$ cat src/rtl/mult_share_ctrl.sv
// Round-robin controller sharing one sequential shift-and-add multiplier
// between two requesters; returns a 2N-bit product with a one-cycle valid pulse.
module mult_share_ctrl #(
  parameter int N = 8
) (
  input  logic           clk,
  input  logic           clr,
  input  logic           req0,
  input  logic [N-1:0]   a0,
  input  logic [N-1:0]   b0,
  input  logic           req1,
  input  logic [N-1:0]   a1,
  input  logic [N-1:0]   b1,
  output logic           gnt0,
  output logic           gnt1,
  output logic           valid0,
  output logic           valid1,
  output logic [2*N-1:0] p,
  output logic           busy,
  output logic           owner
);

  localparam int CW = (N > 1) ? $clog2(N) : 1;
  localparam logic [CW-1:0] CNT_LAST = CW'(N - 1);

  typedef enum logic {IDLE, CALC} state_t;

  state_t           state_reg;
  logic [N-1:0]     mcand_reg;
  logic [N-1:0]     hi_reg;
  logic [N-1:0]     lo_reg;
  logic [CW-1:0]    cnt_reg;
  logic             last_reg;
  logic             owner_reg;
  logic [1:0]       gnt_reg;
  logic [1:0]       valid_reg;
  logic [2*N-1:0]   p_reg;

  logic [1:0]       req_v;
  logic [N-1:0]     a_v [2];
  logic [N-1:0]     b_v [2];
  logic             win;
  logic [N:0]       sum_next;
  logic [2*N-1:0]   shift_next;

  assign req_v = {req1, req0};
  assign a_v[0] = a0;
  assign a_v[1] = a1;
  assign b_v[0] = b0;
  assign b_v[1] = b1;

  // On a tie the requester that was not served last wins; otherwise the lone one.
  assign win = (req_v == 2'b11) ? ~last_reg : req_v[1];

  // The carry lands in the top bit of the shifted accumulator, so the
  // carry-out register of the classic form is always zero and is not kept.
  assign sum_next   = lo_reg[0] ? ({1'b0, hi_reg} + {1'b0, mcand_reg}) : {1'b0, hi_reg};
  assign shift_next = {sum_next, lo_reg[N-1:1]};

  always_ff @(posedge clk) begin
    if (clr) begin
      state_reg <= IDLE;
      mcand_reg <= '0;
      hi_reg    <= '0;
      lo_reg    <= '0;
      cnt_reg   <= '0;
      last_reg  <= 1'b1;
      owner_reg <= 1'b0;
      gnt_reg   <= '0;
      valid_reg <= '0;
      p_reg     <= '0;
    end else begin
      gnt_reg   <= '0;
      valid_reg <= '0;
      case (state_reg)
        IDLE: begin
          if (|req_v) begin
            mcand_reg    <= a_v[win];
            lo_reg       <= b_v[win];
            hi_reg       <= '0;
            cnt_reg      <= '0;
            last_reg     <= win;
            owner_reg    <= win;
            gnt_reg[win] <= 1'b1;
            state_reg    <= CALC;
          end
        end
        CALC: begin
          {hi_reg, lo_reg} <= shift_next;
          cnt_reg          <= cnt_reg + CW'(1);
          if (cnt_reg == CNT_LAST) begin
            p_reg                <= shift_next;
            valid_reg[owner_reg] <= 1'b1;
            state_reg            <= IDLE;
          end
        end
        default: state_reg <= IDLE;
      endcase
    end
  end

  assign gnt0   = gnt_reg[0];
  assign gnt1   = gnt_reg[1];
  assign valid0 = valid_reg[0];
  assign valid1 = valid_reg[1];
  assign p      = p_reg;
  assign busy   = (state_reg == CALC);
  assign owner  = owner_reg;

endmodule

$ cat config.mk
export PLATFORM = sky130hd
export DESIGN_NAME = mult_share_ctrl
export DESIGN_NICKNAME = d
export VERILOG_FILES = /design/src/rtl/mult_share_ctrl.sv
export SDC_FILE = /design/constraint.sdc
export NUM_CORES = 1
export LEC_CHECK = 0
export ABC_AREA = 1
export CORE_ASPECT_RATIO = 1.4
export CORE_UTILIZATION = 40
export CTS_BUF_LIST = sky130_fd_sc_hd__clkbuf_4
export DETAILED_ROUTE_END_ITERATION = 10
export PLACE_DENSITY = 0.67
export SYNTH_ARGS = -nofsm -noshare
export SYNTH_HDL_FRONTEND = slang
export SYNTH_SLANG_ARGS = --single-unit
export TNS_END_PERCENT = 50
$ cat constraint.sdc
create_clock -name clk -period 2.2 [get_ports clk]
set_input_delay 0.22 -clock clk [delete_from_list [all_inputs] [get_ports clk]]
set_output_delay 0.22 -clock clk [all_outputs]
set_load 0.01 [all_outputs]
Word level (Yosys, flattened, before mapping):

Index checks and enable logic that the tools add are counted.

* div/mod/pow operators: 0
* multiply operators: 0
* $add $sub $neg: 2
* equal/unequal tests: 3
* multiplexer cells: 21
* magnitude comparators: 5
* bitwise logic cells: 5
* shift-type cells: 0
* reductions and logical operators: 7

Operators by type and width (number)
* 8-bit 2-to-1 mux: 8
* 8-bit case mux with 2 select lines: 2
* 8-bit by 8-bit adder with 9-bit output: 1
* 9-bit 2-to-1 mux: 1
* 3-bit case mux with 2 select lines: 1
* 3-bit OR reduction: 2
* 1-bit 2-to-1 mux: 5
* 1-bit by 2-bit less-than comparator with 1-bit output, second input constant: 2
* 1-bit inverter: 4
* 2-bit AND reduction: 2
* 3-bit by 1-bit adder with 3-bit output, second input constant: 1
* 3-bit == test, second input constant: 1
* 3-bit 2-to-1 mux: 1
* 1-bit demux with 1-bit select: 2
* 2-bit == test, second input constant: 1
* 1-bit >= comparator, second input constant: 2
* 2-bit >= comparator, second input constant: 1
* 1-bit logical AND: 2
* 2-bit inequality test, second input constant: 1
* 1-bit inverter with 2-bit output: 1
* 1-bit case mux with 2 select lines: 1
* 2-bit OR reduction: 1

* bits in registers: 50
* memory bits (read-only): 0
* RAM bits: 0
* memories kept: 0
* bits in latches: 0
* word-level logic and storage cells: 53
* bits of input ports: 36
* output and inout port bits: 22

Logic depth before layout (Yosys ltp):

Gate-level depths: netlist of the first run.

* word-level depth: 8
* gate-level depth with buffers: 10
* gate-level depth less buffers: 10

Least setup slack after synthesis of the first run:

No wires, ideal clock.

* kind: register to register
* start: register mcand_reg[0]
* end: register hi_reg[5]
* library setup time: 0.132 ns
* stages on the path, launching flop included: 11
* data arrival time: 1.454 ns
* slack: 0.614 ns
* path buffers: 0
* cell sequence: dfxtp_1 > ha_1 > fa_1 > nand2_1 > nand3_1 > nand3_1 > nand2_1 > nand2_1 > nand3_1 > nand3_1 > a21oi_1

* cells in the longest elaborated chain, start to end: 3

Ends and longest elaborated chain
* start: declaration: RTL line 29 `logic [N-1:0] mcand_reg;`
* start signal: assignment: RTL line 78 `mcand_reg <= a_v[win];`
* 8-bit by 8-bit adder with 9-bit output: RTL line 57 `assign sum_next = lo_reg[0] ? ({1'b0, hi_reg} + {1'b0, mcand_reg}) : {1'b0, hi_reg};`
* 9-bit 2-to-1 mux: RTL line 57
* 8-bit case mux with 2 select lines: RTL line 75 `case (state_reg)`
* end signal: assignment: RTL line 89 `{hi_reg, lo_reg} <= shift_next;`
* end: declaration: RTL line 30 `logic [N-1:0] hi_reg;`

Every way passes these cells.
A chain may end at the register's enable or synchronous reset.

Worst setup path in the final report of the first run:

* start: register state_reg (netlist: busy)
* end: output port busy

RTL lines
* start: declaration: RTL line 28 `state_t state_reg;`
* start signal: assignment: RTL line 62 `state_reg <= IDLE;`
* start signal: assignment: RTL line 85 `state_reg <= CALC;`
* start signal: assignment: RTL line 94 `state_reg <= IDLE;`
* end: declaration: RTL line 19 `output logic busy,`

No word-level cell between the ends.

==> impl_metrics.toml, run 1 <==
[outcome]
status = "finished clean"

[floorplanning]
design.die.area_mm2 = 0.006154
core-area_mm2 = 0.005565
die_x_um = 66.59
io_pins = 58
start_util = 0.4197
fp.dieH_um = 92.42
core.rowCount = 32

[min_path]
hold_path.class = "primary input to register"

[logic_synthesis]
synth-seq-area-share = 0.4285
synth_fp_nets = 349
ys_ff_latch = 50
yosysUniqueCellTypes = 30
async_flop_share = 0
synth_top_area_share = 0.4285
synth_top_flop_cell = "dfxtp_1"
syn_area_per_cell_um2 = 7.735
synth-edff-count = 0
yosys_warnings = 0
syn_area_mm2 = 0.002336
synthTopCellsByArea = "dfxtp_1 (43%), nand2_1 (13%), ha_1 (5.4%), nand3_1 (4.5%), a31oi_1 (4.3%)"
synth_commonest_cells = "nand2_1 (84), dfxtp_1 (50), nand3_1 (21)"
syn_inst = 302
yosysTopAreaCell = "dfxtp_1"
synth.most_common_cell = "nand2_1"

[grt]
grt_max_degree = 20
track_usage = 0.2056
grt_pass1_vias = 2090
antenna_found_initial = 0
overflow = 0
grt_pass1_wl_mm = 9.508

[critical_path]
slowest_delay_ps = 550
path_class = "register to output pin"
cp_slowest_cell = "dfxtp_1"
r2r_start = "hi_reg[0]"
crit_chain = "buf_12, clkdlybuf4s50_1"
critPathCaptureType = "output pin"
cp-startpoint = "busy"
crit_fanout = 15
rr_worst_depth = 10
r2r-end = "hi_reg[5]"
r2r_slack_ps = 480
crit_path_start_kind = "register"
arrival_ps = 1670
cp_data_required_time_ps = 1980
crit_path_end = "busy"

[placed_design]
pre_cts_slack_ps = 487.5
place_congestion = 0.7996
dp_cells = 418
port_buffers = 57
postPlaceCellArea_mm2 = 0.002957
dp_hpwl_mm = 4.419

[layout]
stdcell_area_mm2 = 0.003014
largest_reg_flops = 16
final_util = 0.5416
final_cells = 426
drive_gt1_frac = 0.07821
num_antenna_cells = 0
fin_nets = 404
area_delta_synth_final_pct = 29.03

[job]
cap_violations = 0

[routing]
totalWireLength_mm = 5.795
via_per_inst = 5.134
drtAntennaViolNets = 0
wire_per_inst_um = 13.60
vias = 2187
dr.pass1.iters = 4
drtIter0Drc = 87
remaining_drc_errors = 0

[timing]
setup_slack_ps = 314.0
tightest_slew_ps = 594.1
min_period_over_period = 0.8573
timing.fmax_mhz = 530.2
finalCriticalPeriod_ps = 1886
holdWs_ps = 411.9
rsz0062_at_grt = "no"
drv_slew = 0
setup_tns_ps = 0
slew_headroom = 0.6034
finalSetupViolCount = 0
skew_ps = 22.66
hold_viol = 0

[power]
vdd_drop_max_mv = 0.2947
pwr-share-clk = 0.258
p_sw_frac = 0.2825
p_per_area_mw_per_mm2 = 566.0
power_switching_mw = 0.4819
p_total_mw = 1.706
p_comb_frac = 0.164
intPower_mw = 1.224
leakagePower_nw = 1.230
seqPwrFrac = 0.578

[cts]
hold_buffers = 0
clk_latency_ps = 380
clk_pin_slew_ps = 160
htreeDepth = 2
cts_setup_buffers = 0
cts_tree = "yes"
clk_path_buf_depth = 2
cts_resized = 0
cts_made_buffers = 5
numClockSinks = 50
cts_root_buf = "clkbuf_4"
## per-layer routing
layer,global-route usage,up-vias,wire (um)
li1,-,1124,-
met1,0.2246,1001,2305
met2,0.3779,51,3115
met3,0.03079,11,198
met4,0.08865,0,176
met5,0,-,0
## final cells by class
| cell class | instances | area (um2) |
|---|---|---|
| Clock buffer | 6 | 45.04 |
| Clock inverter | 2 | 12.51 |
| Fill cell | 544 | 2551 |
| Inverter | 23 | 88.84 |
| Multi-Input combinational cell | 215 | 1161 |
| Sequential cell | 50 | 1001 |
| Tap cell | 68 | 85.08 |
| Timing Repair Buffer | 62 | 620.6 |
## power by group through the flow
stage / logic, mW / registers, mW / clock network, mW
4_1_cts: 0.283 / 0.986 / 0.448
5_1_grt: 0.315 / 0.990 / 0.476
2_1_floorplan: 0.176 / 0.986 / 0
6_report: 0.280 / 0.985 / 0.441
3_5_place_dp: 0.282 / 1.01 / 0
3_3_place_gp: 0.281 / 1.01 / 0
## worst min path at each step
| stage | endpoint | cells past startpoint | start | slack [ps] |
|---|---|---|---|---|
| 6_report | mcand_reg[0] | 3 | a1[0] | 410 |
| 2_1_floorplan | gnt_reg[1] | 1 | clr | 300 |
| 4_1_cts | mcand_reg[7] | 3 | a0[7] | 410 |
| 3_5_place_dp | p[15] | 2 | p[15] | 450 |
| 5_1_grt | mcand_reg[0] | 3 | a1[0] | 410 |
| 3_3_place_gp | last_reg | 2 | last_reg | 440 |
## cells by family (layout without fill, tap and decap cells)
| group | after synthesis | count (layout) | synth area share |
|---|---|---|---|
| AO/OA/AOI/OAI | 75 | 75 | 0.1934 |
| flip-flops | 50 | 50 | 0.4285 |
| AND/OR/NAND/NOR | 128 | 128 | 0.2373 |
| buffers and inverters | 37 | 93 | 0.07445 |
| multiplexers | 1 | 1 | 0.004285 |
| adder cells (fa/ha/maj) | 11 | 11 | 0.06213 |
## placed cells by master (no fill, tap or decap), types with 2 or more instances in the layout
cell type / Yosys / routed
a21oi_1: 13 / 13
a22o_1: 8 / 8
a31oi_1: 16 / 16
buf_4: 3 / 4
clkbuf_4: 0 / 6
clkdlybuf4s50_1: 0 / 57
dfxtp_1: 50 / 50
ha_1: 10 / 10
inv_1: 16 / 16
inv_2: 6 / 6
nand2_1: 84 / 84
nand2_2: 3 / 3
nand3_1: 21 / 21
nand3b_1: 2 / 2
nor2_1: 8 / 8
nor2_4: 2 / 2
nor3_1: 2 / 2
o211ai_1: 2 / 2
o21ai_0: 7 / 7
o21ai_1: 20 / 20
o21bai_1: 8 / 8
or2_2: 3 / 3
## worst max-delay path, delay by kind of cell (launching register included)
kind                   cells  cell delay (ps)
buffers and inverters      2              740
flip-flops                 1              550
(Power assumes the default switching activity.)
==> inputs of run 2 (changes only) <==
--- a/config.mk
+++ b/config.mk
@@ -7,9 +7,11 @@
 export LEC_CHECK = 0
 export ABC_AREA = 1
 export CORE_ASPECT_RATIO = 1.4
+export CORE_MARGIN = 2
 export CORE_UTILIZATION = 40
 export CTS_BUF_LIST = sky130_fd_sc_hd__clkbuf_4
 export DETAILED_ROUTE_END_ITERATION = 10
+export GPL_TIMING_DRIVEN = 0
 export PLACE_DENSITY = 0.67
 export SYNTH_ARGS = -nofsm -noshare
 export SYNTH_HDL_FRONTEND = slang
==> impl_metrics.toml, run 2 (synthesis results as in run 1) <==
[critical_path]
slowest_delay_ps = 390
crit_path_end = "hi_reg[5]"
crit_fanout = 3
cp_data_required_time_ps = 2450
r2r_start = "mcand_reg[0]"
cp_common_cell = "nand3_1"
critPathCaptureType = "register"
r2r-end = "hi_reg[5]"
crit_chain = "ha_1, fa_1, nand2_1, nand3_1, nand3_1, nand2_1, nand2_1, nand3_1, nand3_1, a21oi_1"
arrival_ps = 2060
crit_path_start_kind = "register"
cp_slowest_cell = "fa_1"
r2r_slack_ps = 390
path_class = "register to register"
cp-startpoint = "mcand_reg[0]"
rr_worst_depth = 10

[timing]
timing.fmax_mhz = 552.6
hold_viol = 0
drv_slew = 0
rsz0062_at_grt = "no"
tightest_slew_ps = 522.2
slew_headroom = 0.6519
min_period_over_period = 0.8226
finalSetupViolCount = 0
holdWs_ps = 406.0
setup_tns_ps = 0
finalCriticalPeriod_ps = 1810
skew_ps = 22.54

[routing]
dr.pass1.iters = 4
drtAntennaViolNets = 0
drtIter0Drc = 88
remaining_drc_errors = 0
vias = 2229
wire_per_inst_um = 13.46
via_per_inst = 5.136
totalWireLength_mm = 5.842

[floorplanning]
fp.dieH_um = 94.42
io_pins = 58
core-area_mm2 = 0.005565
core.rowCount = 32
start_util = 0.4197
die_x_um = 68.59
design.die.area_mm2 = 0.006476

[layout]
final_common_cell = "nand2_1"
drive_gt1_frac = 0.09016
area_delta_synth_final_pct = 31.33
final_cell_mix = "nand2_1 (84), clkdlybuf4s50_1 (57), dfxtp_1 (50), nand3_1 (21), o21ai_1 (20)"
final_util = 0.5513
stdcell_area_mm2 = 0.003068
largest_reg_flops = 16
num_antenna_cells = 0
multi_input_area_mm2 = 0.001161
fin_nets = 413
final_cells = 434
seq_area_mm2 = 0.001001
nFillCells = 536

[cts]
cts_root_buf = "clkbuf_4"
cts_resized = 0
hold_buffers = 0
numClockSinks = 50
cts_tree = "yes"
clk_path_buf_depth = 2
htreeDepth = 2
cts_setup_buffers = 0
clk_pin_slew_ps = 150
cts_made_buffers = 5
clk_latency_ps = 370

[job]
cap_violations = 0

[grt]
use_met2 = 0.3902
track_usage = 0.2028
met3_usage = 0.03576
grt_max_degree = 16
grt_pass1_vias = 2259
grt_pass1_wl_mm = 9.936
overflow = 0
use_met1 = 0.2144
gr-max-usage-layer = "met2"
antenna_found_initial = 0

[power]
p_per_area_mw_per_mm2 = 588.9
vdd_drop_max_mv = 0.4431
leakagePower_nw = 1.263

[outcome]
status = "finished clean"

[placed_design]
place_congestion = 0.8417
dp_hpwl_mm = 4.600
dp_cells = 427
port_buffers = 57
postPlaceCellArea_mm2 = 0.002992

[min_path]
hold_path.class = "primary input to register"
[run 2: worst min path at each step]
stage / from / endpoint / slack (ps) / depth (start not counted)
floorplan: clr / gnt_reg[1] / 300 / 1
global placement: p[13] / p[13] / 440 / 2
detailed placement: p[12] / p[12] / 440 / 2
CTS: a0[5] / mcand_reg[5] / 400 / 3
global route: a1[4] / mcand_reg[4] / 400 / 3
finish: a1[4] / mcand_reg[4] / 410 / 3
[run 2: per-layer routing]
layer,up-vias,routed length [um]
met5,-,0
li1,1147,-
met3,6,121
met2,34,3269
met4,0,63
met1,1042,2387
[run 2: report_power, final]
| part | switching, mW | total [mW] | internal [mW] |
|---|---|---|---|
| combinational | 0.153 | 0.297 | 0.143 |
| sequential | 0.0321 | 0.976 | 0.944 |
| clock | 0.298 | 0.534 | 0.236 |
| total | 0.484 | 1.81 | 1.32 |
[run 2: cell type report]
cell class,count,share of cell area
plain buffers,14,0.02773
clock buffers,5,0.01223
clock inverters,2,0.01264
well taps,68,0.02773
multi-input cells,215,0.3785
flip-flops and latches,50,0.3263
inverters,23,0.02896
repair buffers,57,0.1860
[run 2: worst max-delay path: cells and delay by family, from the launching register on]
family | cells | cell delay, ps
AND/OR/NAND/NOR | 7 | 660
adder cells (fa/ha/maj) | 2 | 610
AO/OA/AOI/OAI | 1 | 60
flip-flops | 1 | 350
[run 2: per-stage QoR]
| step | power, mW | worst slack, ps |
|---|---|---|
| after floorplan | 1.162 | 613.9 |
| after global placement | 1.289 | 446.9 |
| after detailed placement | 1.294 | 413.8 |
| after CTS | 1.820 | 387.8 |
| after global routing | 1.892 | 241.6 |
| final | 1.807 | 390.3 |
==> inputs of run 3 (changes only) <==
==> constraint.sdc (replaced) <==
create_clock -name clk -period 1.9 [get_ports clk]
set_input_delay 0.19 -clock clk [delete_from_list [all_inputs] [get_ports clk]]
set_output_delay 0.19 -clock clk [all_outputs]
set_load 0.01 [all_outputs]
==> impl_metrics.toml, run 3 (synthesis results as in run 1) <==
[critical_path]
arrival_ps = 1980
critPathCaptureType = "register"
cp_data_required_time_ps = 2150
crit_fanout = 3
crit_path_start_kind = "register"
path_class = "register to register"

[layout]
final_cell_mix = "nand2_1 (84), clkdlybuf4s50_1 (57), dfxtp_1 (50), o21ai_1 (21), nand3_1 (19)"
drive_gt1_frac = 0.09836
num_antenna_cells = 0
largest_reg_flops = 16
final_util = 0.5535
multi_input_area_mm2 = 0.001174
final_cells = 434
nFillCells = 537
fin_nets = 413
area_delta_synth_final_pct = 31.87
seq_area_mm2 = 0.001001
final_common_cell = "nand2_1"

[grt]
track_usage = 0.2028
overflow = 0
grt_max_degree = 16
antenna_found_initial = 0
grt_pass1_vias = 2259
grt_pass1_wl_mm = 9.936

[timing]
finalSetupViolCount = 0
finalCriticalPeriod_ps = 1732
timing.fmax_mhz = 577.3
skew_ps = 22.60
min_period_over_period = 0.9116
hold_viol = 0
tightest_slew_ps = 523.7
drv_slew = 0
setup_slack_ps = 167.9
setup_tns_ps = 0
rsz0062_at_grt = "no"
slew_headroom = 0.6509

[power]
pwr-share-clk = 0.295
p_comb_frac = 0.165
seqPwrFrac = 0.540
power_switching_mw = 0.5607
leakagePower_nw = 1.267
p_sw_frac = 0.2679
vdd_drop_max_mv = 0.5174
p_per_area_mw_per_mm2 = 679.5
intPower_mw = 1.532

[routing]
remaining_drc_errors = 0
drtIter0Drc = 77
vias = 2241
dr.pass1.iters = 4
via_per_inst = 5.164
totalWireLength_mm = 5.849
wire_per_inst_um = 13.48
drtAntennaViolNets = 0

[cts]
numClockSinks = 50
cts_root_buf = "clkbuf_4"
clk_latency_ps = 370
clk_pin_slew_ps = 160
clk_path_buf_depth = 2
cts_setup_buffers = 0
cts_tree = "yes"
cts_made_buffers = 5
htreeDepth = 2

[floorplanning]
io_pins = 58
start_util = 0.4197
core.rowCount = 32
design.die.area_mm2 = 0.006476
die_x_um = 68.59
fp.dieH_um = 94.42
core-area_mm2 = 0.005565

[placed_design]
dp_hpwl_mm = 4.600
port_buffers = 57
pre_cts_slack_ps = 113.8
dp_cells = 427
place_congestion = 0.8417

[outcome]
status = "finished clean"

[min_path]
hold_path.class = "primary input to register"

[job]
cap_violations = 0
run 3: path summary, 6_finish.rpt:
check | start | endpoint | slack [ps] | cells past startpoint
worst max-delay path | mcand_reg[0] | hi_reg[5] | 170 | 10
worst min-delay path | a0[5] | mcand_reg[5] | 370 | 3
worst max register to register | mcand_reg[0] | hi_reg[5] | 170 | 10
worst min register to register | p[12] | p[12] | 460 | 2
run 3: per-layer routing:
metal	global-route usage	vias up	share of wire
li1	-	1147	-
met1	0.2144	1042	0.39
met4	0.05833	0	0.014
met3	0.03576	7	0.030
met5	0	-	0
met2	0.3902	45	0.57
run 3: stage by stage:
stage | hold slack, ps | power, mW | instance area, um2
floorplan | 267.6 | 1.346 | 2336
global placement | 440.2 | 1.493 | 2992
detailed placement | 442.6 | 1.498 | 2992
CTS | 367.8 | 2.108 | 3068
global route | 369.0 | 2.193 | 3080
finish | 367.4 | 2.093 | 3080
run 3: cell type report:
cell class	instances	share of cell area
Buffer	14	0.02762
Clock buffer	5	0.01219
Clock inverter	2	0.01259
Inverter	23	0.02884
Multi-Input combinational cell	215	0.3810
Sequential cell	50	0.3249
Tap cell	68	0.02762
Timing Repair Buffer	57	0.1852
run 3: critical path: stages, from the launching register on:
cell,delay [ps]
dfxtp_1,350
ha_1,230
fa_2,350
nand2_1,110
nand3_2,100
nand3_2,90
nand2_1,60
nand2_1,60
nand3_1,90
nand3_1,100
a21oi_1,60
run 3: timing repair:
action	4_1_cts	5_1_grt
resized for setup	0	4
hold buffers	0	0
hold endpoints to repair	0	0
endpoints found under the setup margin	0	5
run 3: power by group through the flow:
stage / Combinational [mW] / Clock, mW / Sequential, mW
global route: 0.387 / 0.669 / 1.14
floorplan: 0.204 / 0 / 1.14
CTS: 0.347 / 0.630 / 1.13
detailed placement: 0.344 / 0 / 1.15
finish: 0.345 / 0.618 / 1.13
global placement: 0.340 / 0 / 1.15
